$ cat src/rtl/muldiv_control_unit_pkg.sv
// Shared control-unit definitions for the hardwired sequencer family.
// Contents:
//   state_t  - sequencer states: IDLE, fetch T0..T2, execute T3..T6, HALT
//   strobe_t - the registered datapath strobes that depend only on state
//   opcode constants (IR[31:27]) and ALU op_sel codes
package cpu_ctrl_pkg;

  typedef enum logic [3:0] {
    IDLE, T0, T1, T2, T3, T4, T5, T6, HALT
  } state_t;

  localparam logic [4:0] MUL_OPC = 5'b01111;
  localparam logic [4:0] DIV_OPC = 5'b10000;

  localparam logic [4:0] ALU_NOP = 5'b00000;
  localparam logic [4:0] ALU_MUL = 5'b10000;
  localparam logic [4:0] ALU_DIV = 5'b10001;

  typedef struct packed {
    logic pc_out;
    logic mar_rd;
    logic inc_pc;
    logic read;
    logic mdr_rd;
    logic mdr_out;
    logic ir_rd;
    logic zhi_rd;
    logic zlo_rd;
    logic zlo_out;
    logic lo_rd;
    logic zhi_out;
    logic hi_rd;
    logic instr_done;
  } strobe_t;

endpackage

$ cat src/rtl/muldiv_control_unit_if.sv
// Control bundle between the sequencer and the Datapath.
//   master : sequencer side (samples run/ir, drives every control strobe)
//   slave  : Datapath side
// Signals: run, ir[31:0] toward the sequencer; R_rd/R_wrt one-hot register
// enables, bus drive selects (*_out), register loads (*_rd), IncPC, Read,
// op_sel[4:0], instr_done, illegal toward the Datapath.
interface muldiv_control_unit_if;
  logic        run;
  logic [31:0] ir;
  logic [15:0] R_rd;
  logic [15:0] R_wrt;
  logic HI_out, LO_out, Zhi_out, Zlo_out, PC_out, MDR_out, MAR_out, In_out, C_out;
  logic MAR_rd, Zhi_rd, Zlo_rd, PC_rd, MDR_rd, IR_rd, Y_rd, HI_rd, LO_rd;
  logic        IncPC;
  logic        Read;
  logic [4:0]  op_sel;
  logic        instr_done;
  logic        illegal;

  modport master (
    input  run, ir,
    output R_rd, R_wrt,
    output HI_out, LO_out, Zhi_out, Zlo_out, PC_out, MDR_out, MAR_out, In_out, C_out,
    output MAR_rd, Zhi_rd, Zlo_rd, PC_rd, MDR_rd, IR_rd, Y_rd, HI_rd, LO_rd,
    output IncPC, Read, op_sel, instr_done, illegal
  );

  modport slave (
    output run, ir,
    input  R_rd, R_wrt,
    input  HI_out, LO_out, Zhi_out, Zlo_out, PC_out, MDR_out, MAR_out, In_out, C_out,
    input  MAR_rd, Zhi_rd, Zlo_rd, PC_rd, MDR_rd, IR_rd, Y_rd, HI_rd, LO_rd,
    input  IncPC, Read, op_sel, instr_done, illegal
  );
endinterface

$ cat src/rtl/muldiv_control_unit_reg_sel_decode.sv
// reg_sel_decode: 4-to-16 one-hot register select with enable.
//   i_en     - enable; output is all-zero when low
//   i_sel    - register index
//   o_onehot - one-hot select
module reg_sel_decode (
  input  logic        i_en,
  input  logic [3:0]  i_sel,
  output logic [15:0] o_onehot
);
  assign o_onehot = i_en ? (16'h0001 << i_sel) : 16'h0000;
endmodule

$ cat src/rtl/muldiv_control_unit.sv
// muldiv_control_unit: hardwired Moore sequencer driving the Datapath for MUL
// (and DIV when built with MULDIV_CU_DIV_EN defined).
// Fetch T0..T2, execute T3..T6 writing the 64-bit result to HI/LO.
// Ports:
//   clk  - rising-edge clock
//   clr  - asynchronous active-high reset
//   bus  - muldiv_control_unit_if.master (run, ir in; all control strobes out)
// Parameter MEM_WAIT (0..15): extra cycles T1 is held for the memory read.
// Optional build macro: MULDIV_CU_DIV_EN enables the DIV opcode.
module muldiv_control_unit
  import cpu_ctrl_pkg::*;
#(
  parameter int MEM_WAIT = 0
) (
  input  logic clk,
  input  logic clr,
  muldiv_control_unit_if.master bus
);

  state_t      r_state;
  state_t      w_next;
  logic [3:0]  r_cnt;
  strobe_t     r_stb;
  logic [4:0]  r_op_sel;

  logic [4:0]  w_opc;
  logic        w_is_mul;
  logic        w_is_div;
  logic        w_legal;
  logic        w_en_ra;
  logic        w_en_rb;
  logic [15:0] w_rwrt_ra;
  logic [15:0] w_rwrt_rb;
  logic        w_unused_ir;

  assign w_opc    = bus.ir[31:27];
  assign w_is_mul = (w_opc == MUL_OPC);
`ifdef MULDIV_CU_DIV_EN
  assign w_is_div = (w_opc == DIV_OPC);
`else
  assign w_is_div = 1'b0;
`endif
  assign w_legal     = w_is_mul | w_is_div;
  assign w_unused_ir = ^bus.ir[18:0];

  // Strobes that depend only on the state are registered from the next
  // state so they change cleanly with the state register.
  function automatic strobe_t strobes_for(input state_t s);
    strobe_t v;
    v = '0;
    case (s)
      T0: begin v.pc_out = 1'b1; v.mar_rd = 1'b1; v.inc_pc = 1'b1; end
      T1: begin v.read = 1'b1; v.mdr_rd = 1'b1; end
      T2: begin v.mdr_out = 1'b1; v.ir_rd = 1'b1; end
      T4: begin v.zhi_rd = 1'b1; v.zlo_rd = 1'b1; end
      T5: begin v.zlo_out = 1'b1; v.lo_rd = 1'b1; end
      T6: begin v.zhi_out = 1'b1; v.hi_rd = 1'b1; v.instr_done = 1'b1; end
      default: ;
    endcase
    return v;
  endfunction

  always_comb begin
    w_next = r_state;
    case (r_state)
      IDLE:    if (bus.run) w_next = T0;
      T0:      w_next = T1;
      T1:      if (r_cnt == 4'd0) w_next = T2;
      T2:      w_next = T3;
      T3:      w_next = w_legal ? T4 : HALT;
      T4:      w_next = T5;
      T5:      w_next = T6;
      T6:      w_next = bus.run ? T0 : IDLE;
      HALT:    w_next = HALT;
      default: w_next = IDLE;
    endcase
  end

  always_ff @(posedge clk or posedge clr) begin
    if (clr) begin
      r_state  <= IDLE;
      r_cnt    <= 4'd0;
      r_stb    <= '0;
      r_op_sel <= ALU_NOP;
    end else begin
      r_state  <= w_next;
      r_stb    <= strobes_for(w_next);
      // IR is already valid in T3, so the T4 ALU code is taken from it here.
      r_op_sel <= (w_next == T4) ? (w_is_div ? ALU_DIV : ALU_MUL) : ALU_NOP;
      // Wait counter loads on T1 entry; T1 is left once it reads zero.
      if (w_next == T1 && r_state != T1)
        r_cnt <= 4'(MEM_WAIT);
      else if (r_state == T1 && r_cnt != 4'd0)
        r_cnt <= r_cnt - 4'd1;
    end
  end

  // Register-file drivers and Y load depend on IR contents, which are only
  // valid once T3 is reached, so they are decoded from the live state.
  assign w_en_ra = (r_state == T3) && w_legal;
  assign w_en_rb = (r_state == T4);

  reg_sel_decode u_dec_ra (.i_en(w_en_ra), .i_sel(bus.ir[26:23]), .o_onehot(w_rwrt_ra));
  reg_sel_decode u_dec_rb (.i_en(w_en_rb), .i_sel(bus.ir[22:19]), .o_onehot(w_rwrt_rb));

  assign bus.R_rd       = 16'h0000;
  assign bus.R_wrt      = w_rwrt_ra | w_rwrt_rb;
  assign bus.HI_out     = 1'b0;
  assign bus.LO_out     = 1'b0;
  assign bus.Zhi_out    = r_stb.zhi_out;
  assign bus.Zlo_out    = r_stb.zlo_out;
  assign bus.PC_out     = r_stb.pc_out;
  assign bus.MDR_out    = r_stb.mdr_out;
  assign bus.MAR_out    = 1'b0;
  assign bus.In_out     = 1'b0;
  assign bus.C_out      = 1'b0;
  assign bus.MAR_rd     = r_stb.mar_rd;
  assign bus.Zhi_rd     = r_stb.zhi_rd;
  assign bus.Zlo_rd     = r_stb.zlo_rd;
  assign bus.PC_rd      = 1'b0;
  assign bus.MDR_rd     = r_stb.mdr_rd;
  assign bus.IR_rd      = r_stb.ir_rd;
  assign bus.Y_rd       = w_en_ra;
  assign bus.HI_rd      = r_stb.hi_rd;
  assign bus.LO_rd      = r_stb.lo_rd;
  assign bus.IncPC      = r_stb.inc_pc;
  assign bus.Read       = r_stb.read;
  assign bus.op_sel     = r_op_sel;
  assign bus.instr_done = r_stb.instr_done;
  // Flagged already in T3 for an unknown opcode, then held by HALT.
  assign bus.illegal    = (r_state == HALT) || ((r_state == T3) && !w_legal);

endmodule

$ cat src/flat_wrapper.sv
// flat-port wrapper written by rule: the top's interface ports become plain ports
module muldiv_control_unit_flat import cpu_ctrl_pkg::*;
#(
  parameter int MEM_WAIT = 0
)
  (clk, clr, bus_run, bus_ir, bus_R_rd, bus_R_wrt, bus_HI_out, bus_LO_out, bus_Zhi_out, bus_Zlo_out, bus_PC_out, bus_MDR_out, bus_MAR_out, bus_In_out, bus_C_out, bus_MAR_rd, bus_Zhi_rd, bus_Zlo_rd, bus_PC_rd, bus_MDR_rd, bus_IR_rd, bus_Y_rd, bus_HI_rd, bus_LO_rd, bus_IncPC, bus_Read, bus_op_sel, bus_instr_done, bus_illegal);
  muldiv_control_unit_if bus_i ();
  input  logic clk;
  input  logic clr;
  input wire logic [$bits(bus_i.run)-1:0] bus_run;
  input wire logic [$bits(bus_i.ir)-1:0] bus_ir;
  output wire logic [$bits(bus_i.R_rd)-1:0] bus_R_rd;
  output wire logic [$bits(bus_i.R_wrt)-1:0] bus_R_wrt;
  output wire logic [$bits(bus_i.HI_out)-1:0] bus_HI_out;
  output wire logic [$bits(bus_i.LO_out)-1:0] bus_LO_out;
  output wire logic [$bits(bus_i.Zhi_out)-1:0] bus_Zhi_out;
  output wire logic [$bits(bus_i.Zlo_out)-1:0] bus_Zlo_out;
  output wire logic [$bits(bus_i.PC_out)-1:0] bus_PC_out;
  output wire logic [$bits(bus_i.MDR_out)-1:0] bus_MDR_out;
  output wire logic [$bits(bus_i.MAR_out)-1:0] bus_MAR_out;
  output wire logic [$bits(bus_i.In_out)-1:0] bus_In_out;
  output wire logic [$bits(bus_i.C_out)-1:0] bus_C_out;
  output wire logic [$bits(bus_i.MAR_rd)-1:0] bus_MAR_rd;
  output wire logic [$bits(bus_i.Zhi_rd)-1:0] bus_Zhi_rd;
  output wire logic [$bits(bus_i.Zlo_rd)-1:0] bus_Zlo_rd;
  output wire logic [$bits(bus_i.PC_rd)-1:0] bus_PC_rd;
  output wire logic [$bits(bus_i.MDR_rd)-1:0] bus_MDR_rd;
  output wire logic [$bits(bus_i.IR_rd)-1:0] bus_IR_rd;
  output wire logic [$bits(bus_i.Y_rd)-1:0] bus_Y_rd;
  output wire logic [$bits(bus_i.HI_rd)-1:0] bus_HI_rd;
  output wire logic [$bits(bus_i.LO_rd)-1:0] bus_LO_rd;
  output wire logic [$bits(bus_i.IncPC)-1:0] bus_IncPC;
  output wire logic [$bits(bus_i.Read)-1:0] bus_Read;
  output wire logic [$bits(bus_i.op_sel)-1:0] bus_op_sel;
  output wire logic [$bits(bus_i.instr_done)-1:0] bus_instr_done;
  output wire logic [$bits(bus_i.illegal)-1:0] bus_illegal;
  assign bus_i.run = bus_run;
  assign bus_i.ir = bus_ir;
  assign bus_R_rd = bus_i.R_rd;
  assign bus_R_wrt = bus_i.R_wrt;
  assign bus_HI_out = bus_i.HI_out;
  assign bus_LO_out = bus_i.LO_out;
  assign bus_Zhi_out = bus_i.Zhi_out;
  assign bus_Zlo_out = bus_i.Zlo_out;
  assign bus_PC_out = bus_i.PC_out;
  assign bus_MDR_out = bus_i.MDR_out;
  assign bus_MAR_out = bus_i.MAR_out;
  assign bus_In_out = bus_i.In_out;
  assign bus_C_out = bus_i.C_out;
  assign bus_MAR_rd = bus_i.MAR_rd;
  assign bus_Zhi_rd = bus_i.Zhi_rd;
  assign bus_Zlo_rd = bus_i.Zlo_rd;
  assign bus_PC_rd = bus_i.PC_rd;
  assign bus_MDR_rd = bus_i.MDR_rd;
  assign bus_IR_rd = bus_i.IR_rd;
  assign bus_Y_rd = bus_i.Y_rd;
  assign bus_HI_rd = bus_i.HI_rd;
  assign bus_LO_rd = bus_i.LO_rd;
  assign bus_IncPC = bus_i.IncPC;
  assign bus_Read = bus_i.Read;
  assign bus_op_sel = bus_i.op_sel;
  assign bus_instr_done = bus_i.instr_done;
  assign bus_illegal = bus_i.illegal;
  muldiv_control_unit #(.MEM_WAIT(MEM_WAIT)) u_core (.clk(clk), .clr(clr), .bus(bus_i));
endmodule
$ cat config.mk
export PLATFORM = sky130hd
export DESIGN_NAME = muldiv_control_unit_flat
export DESIGN_NICKNAME = d
export VERILOG_FILES = /design/src/rtl/muldiv_control_unit_pkg.sv /design/src/rtl/muldiv_control_unit_if.sv /design/src/rtl/muldiv_control_unit_reg_sel_decode.sv /design/src/rtl/muldiv_control_unit.sv /design/src/flat_wrapper.sv
export SDC_FILE = /design/constraint.sdc
export NUM_CORES = 1
export LEC_CHECK = 0
export BUFFER_PORTS_ARGS = -buffer_cell sky130_fd_sc_hd__buf_2
export CAP_MARGIN = 20
export CORE_UTILIZATION = 30
export DETAILED_ROUTE_END_ITERATION = 10
export PLACE_DENSITY = 0.76
export REMOVE_ABC_BUFFERS = 1
export SKIP_CTS_REPAIR_TIMING = 1
export SLEW_MARGIN = 10
export SYNTH_ARGS = -nofsm -noshare
export SYNTH_HDL_FRONTEND = slang
export SYNTH_SLANG_ARGS = --single-unit
$ cat constraint.sdc
create_clock -name clk -period 1.4 [get_ports clk]
set_input_delay 0.14 -clock clk [delete_from_list [all_inputs] [get_ports clk]]
set_output_delay 0.14 -clock clk [all_outputs]
set_load 0.02 [all_outputs]
==> metrics <==
clk_lat worst skew 0.25 ns; slew margin rel. 65.1%; Longest Clk Path Bufs 2; initial antenna violation count 0; combinational share of power 56.6%; hold path depth 3; kind of critical path reg2out; Synth top area share between 20% and 30%; most common cell after layout, fill and taps aside buf_2; critical path arrival 1.71 ns; number of remaining DRC errors 0; mapped cell area 1330 um^2; Clock Tree Root clkbuf_8; Yosys warning total 0; cell row count 23; critical path required time 1.26 ns; core area 4120 um^2; clock transition at the registers of the reported paths 0.06 ns; die width between 60 and 70 um; R2R cell count 4; Detailed Routing Iterations Pass 1 4; Pleak 0.915 nW; Die Height 68.5 um; Hold WS 0.192 ns; CTS tree done; number of fillers in the final layout approximately 370; final wirelength 3750 um; first-pass GRT wire length 4690 um; pin count of the biggest net entering global routing 15; critical path's slowest cell or4_4; antenna cells 0; Initial Utilization roughly a third; Max Cap Viol 0; die area 4690 um^2; top area cells in the synthesized netlist dfrtp_1, buf_4, nand2b_1; Seq/Total Area, Yosys a little over a quarter; Vias/cell 5.20; internal power around 0.0013 W; main flop type after synthesis dfrtp_1; Hold Crit Class in2reg; wire per inst roughly 14 um; grt ovf 0; Netlist cell types 41; Period Utilization, post-route 132%; commonest cells after routing, fill and taps aside buf_2, buf_4, conb_1; Seq pwr share about a quarter; gr usage total 13.3%; RSZ-0062 raised after global routing yes; TritonCTS buffer count 3; H-tree level count 1; post-route setup slack -0.446 ns; Buffers on Ports 48; fin. max-slew vios 0; clk sinks 14; RD Place Congestion 0.923; fmax between 500 and 600 MHz; Levels on crit path 4; asr flop ratio synth 100%; power share of the clock group 17.1%; Sw Pwr 0.00101 W; IO Count 94; EDFF count, synth 0; startpoint types flip-flop; cell type with the largest total area after synthesis dfrtp_1; Multi-input gate area just under 900 um^2; PD cells ~1200 nW/um^2; fin nets 258; endpoints failing hold 0; DP Wirelength 2380 um; DP Worst Slack -0.238 ns; CP Capture Type primary output; CP max FO 5; Final Skew around 0.004 ns; failing checks negative setup slack; CP cell instances nand2b_4 > or4_4 > o22ai_2 > buf_6; WP buf/inv 1; Top delay family on crit path simple AND/OR/NAND/NOR gates; Starting DRT DRC Count 161; antenna-violating nets left 0; peak supply drop 0.479 mV; Slew @ Worst Pin 0.522 ns; area grow syn2layout 40.4%; register bit total from synthesis 14; Cells after Synth 166; area occupied by registers 352 um^2; Final setup viols 21; status complete, but fails checks; syn_area_per_cell 7.99 um^2; post-layout min period approximately 1.8 ns; delay of the slowest critical-path stage ~0.54 ns; layout cells sized above 1 between 40% and 50%; Net Sw Frac between 40% and 50%; vias in the first global route about 1100; DR vias 1408
cells by family after synthesis:
logic type | count (synthesis) | share of synthesized area [%]
other cells | 1 | 0.283
flops | 14 | 26.4
simple gates | 60 | 28.1
fa+ha+maj | 1 | 0.943
buf+inv | 54 | 25.8
compound gates | 36 | 18.4
flip-flops by register name (all words and copies together), names as in the netlist:
register,flops
u_core.bus.HI_rd,1
u_core.bus.IR_rd,1
u_core.bus.IncPC,1
u_core.bus.LO_rd,1
u_core.bus.MDR_rd,1
u_core.bus.op_sel,1
u_core.r_cnt,4
u_core.r_state,4
synthesized netlist by cell type (3+ instances only):
cell and instances:
a21oi_1 5, buf_4 35, clkbuf_1 5, dfrtp_1 14
inv_1 9, nand2_1 6, nand2b_1 12, nand3_1 4
nand3b_1 4, nand4_1 5, nand4b_1 3, nor2_1 6
nor2b_1 5, o211ai_1 3, o21ai_0 4, o22ai_1 9
o31ai_1 5, or3_1 3
area by class of cell:
class / instances / area share (%)
Clock buffer: 4 / 2.96
Inverter: 11 / 2.22
Multi-Input combinational cell: 123 / 46.8
Sequential cell: 14 / 18.9
Tap cell: 50 / 3.36
Timing Repair Buffer: 69 / 25.8
metrics by stage:
step,instance area (um^2),std cells,total power [W],TNS (ns),utilization [%]
detailed placement,1560,264,0.00174,-2.89,37.8
finish,1860,271,0.00232,-7.06,45.2
floorplan,1120,148,0.00126,-12.06,-
global route,1860,271,0.00249,-9.09,45.2
global placement,1560,264,0.00171,-2.29,37.8
CTS,1610,268,0.00214,-7.82,39.2
path summary, 6_finish.rpt:
kind                                    from                end  slack, ns
min in group asynchronous                clr    u_core.r_cnt[2]       0.46
min                               bus_ir[27]  u_core.r_state[2]       0.19
max reg2reg                u_core.r_state[2]    u_core.r_cnt[3]      -0.35
min reg2reg                  u_core.r_cnt[0]    u_core.r_cnt[0]       0.57
max in group asynchronous                clr  u_core.r_state[2]       0.56
max                        u_core.r_state[3]       bus_R_wrt[1]      -0.45
worst register-to-register path, cell delays in order, from the launching register on:
cell and delay (ns):
dfrtp_2 0.46, buf_4 0.16, or4b_4 0.51, or4_1 0.48, nand3_1 0.08
per-layer routing:
metal  global-route usage, %  routed length [um]  vias up
met5                       0                   0        -
met4                    5.47                  89        0
met3                    4.44                 282       16
met2                    21.4                1840       91
met1                    16.0                1540      651
li1                        -                   -      650
power groups by stage:
stage	Clock, W	Combinational, W	Sequential, W
2_1_floorplan	0	0.000478	0.000783
3_3_place_gp	0	0.00112	0.000594
3_5_place_dp	0	0.00113	0.000604
4_1_cts	0.000403	0.00114	0.000599
5_1_grt	0.000430	0.00143	0.000629
6_report	0.000396	0.00131	0.000610
No activity file was read; power rests on OpenSTA's default activity.
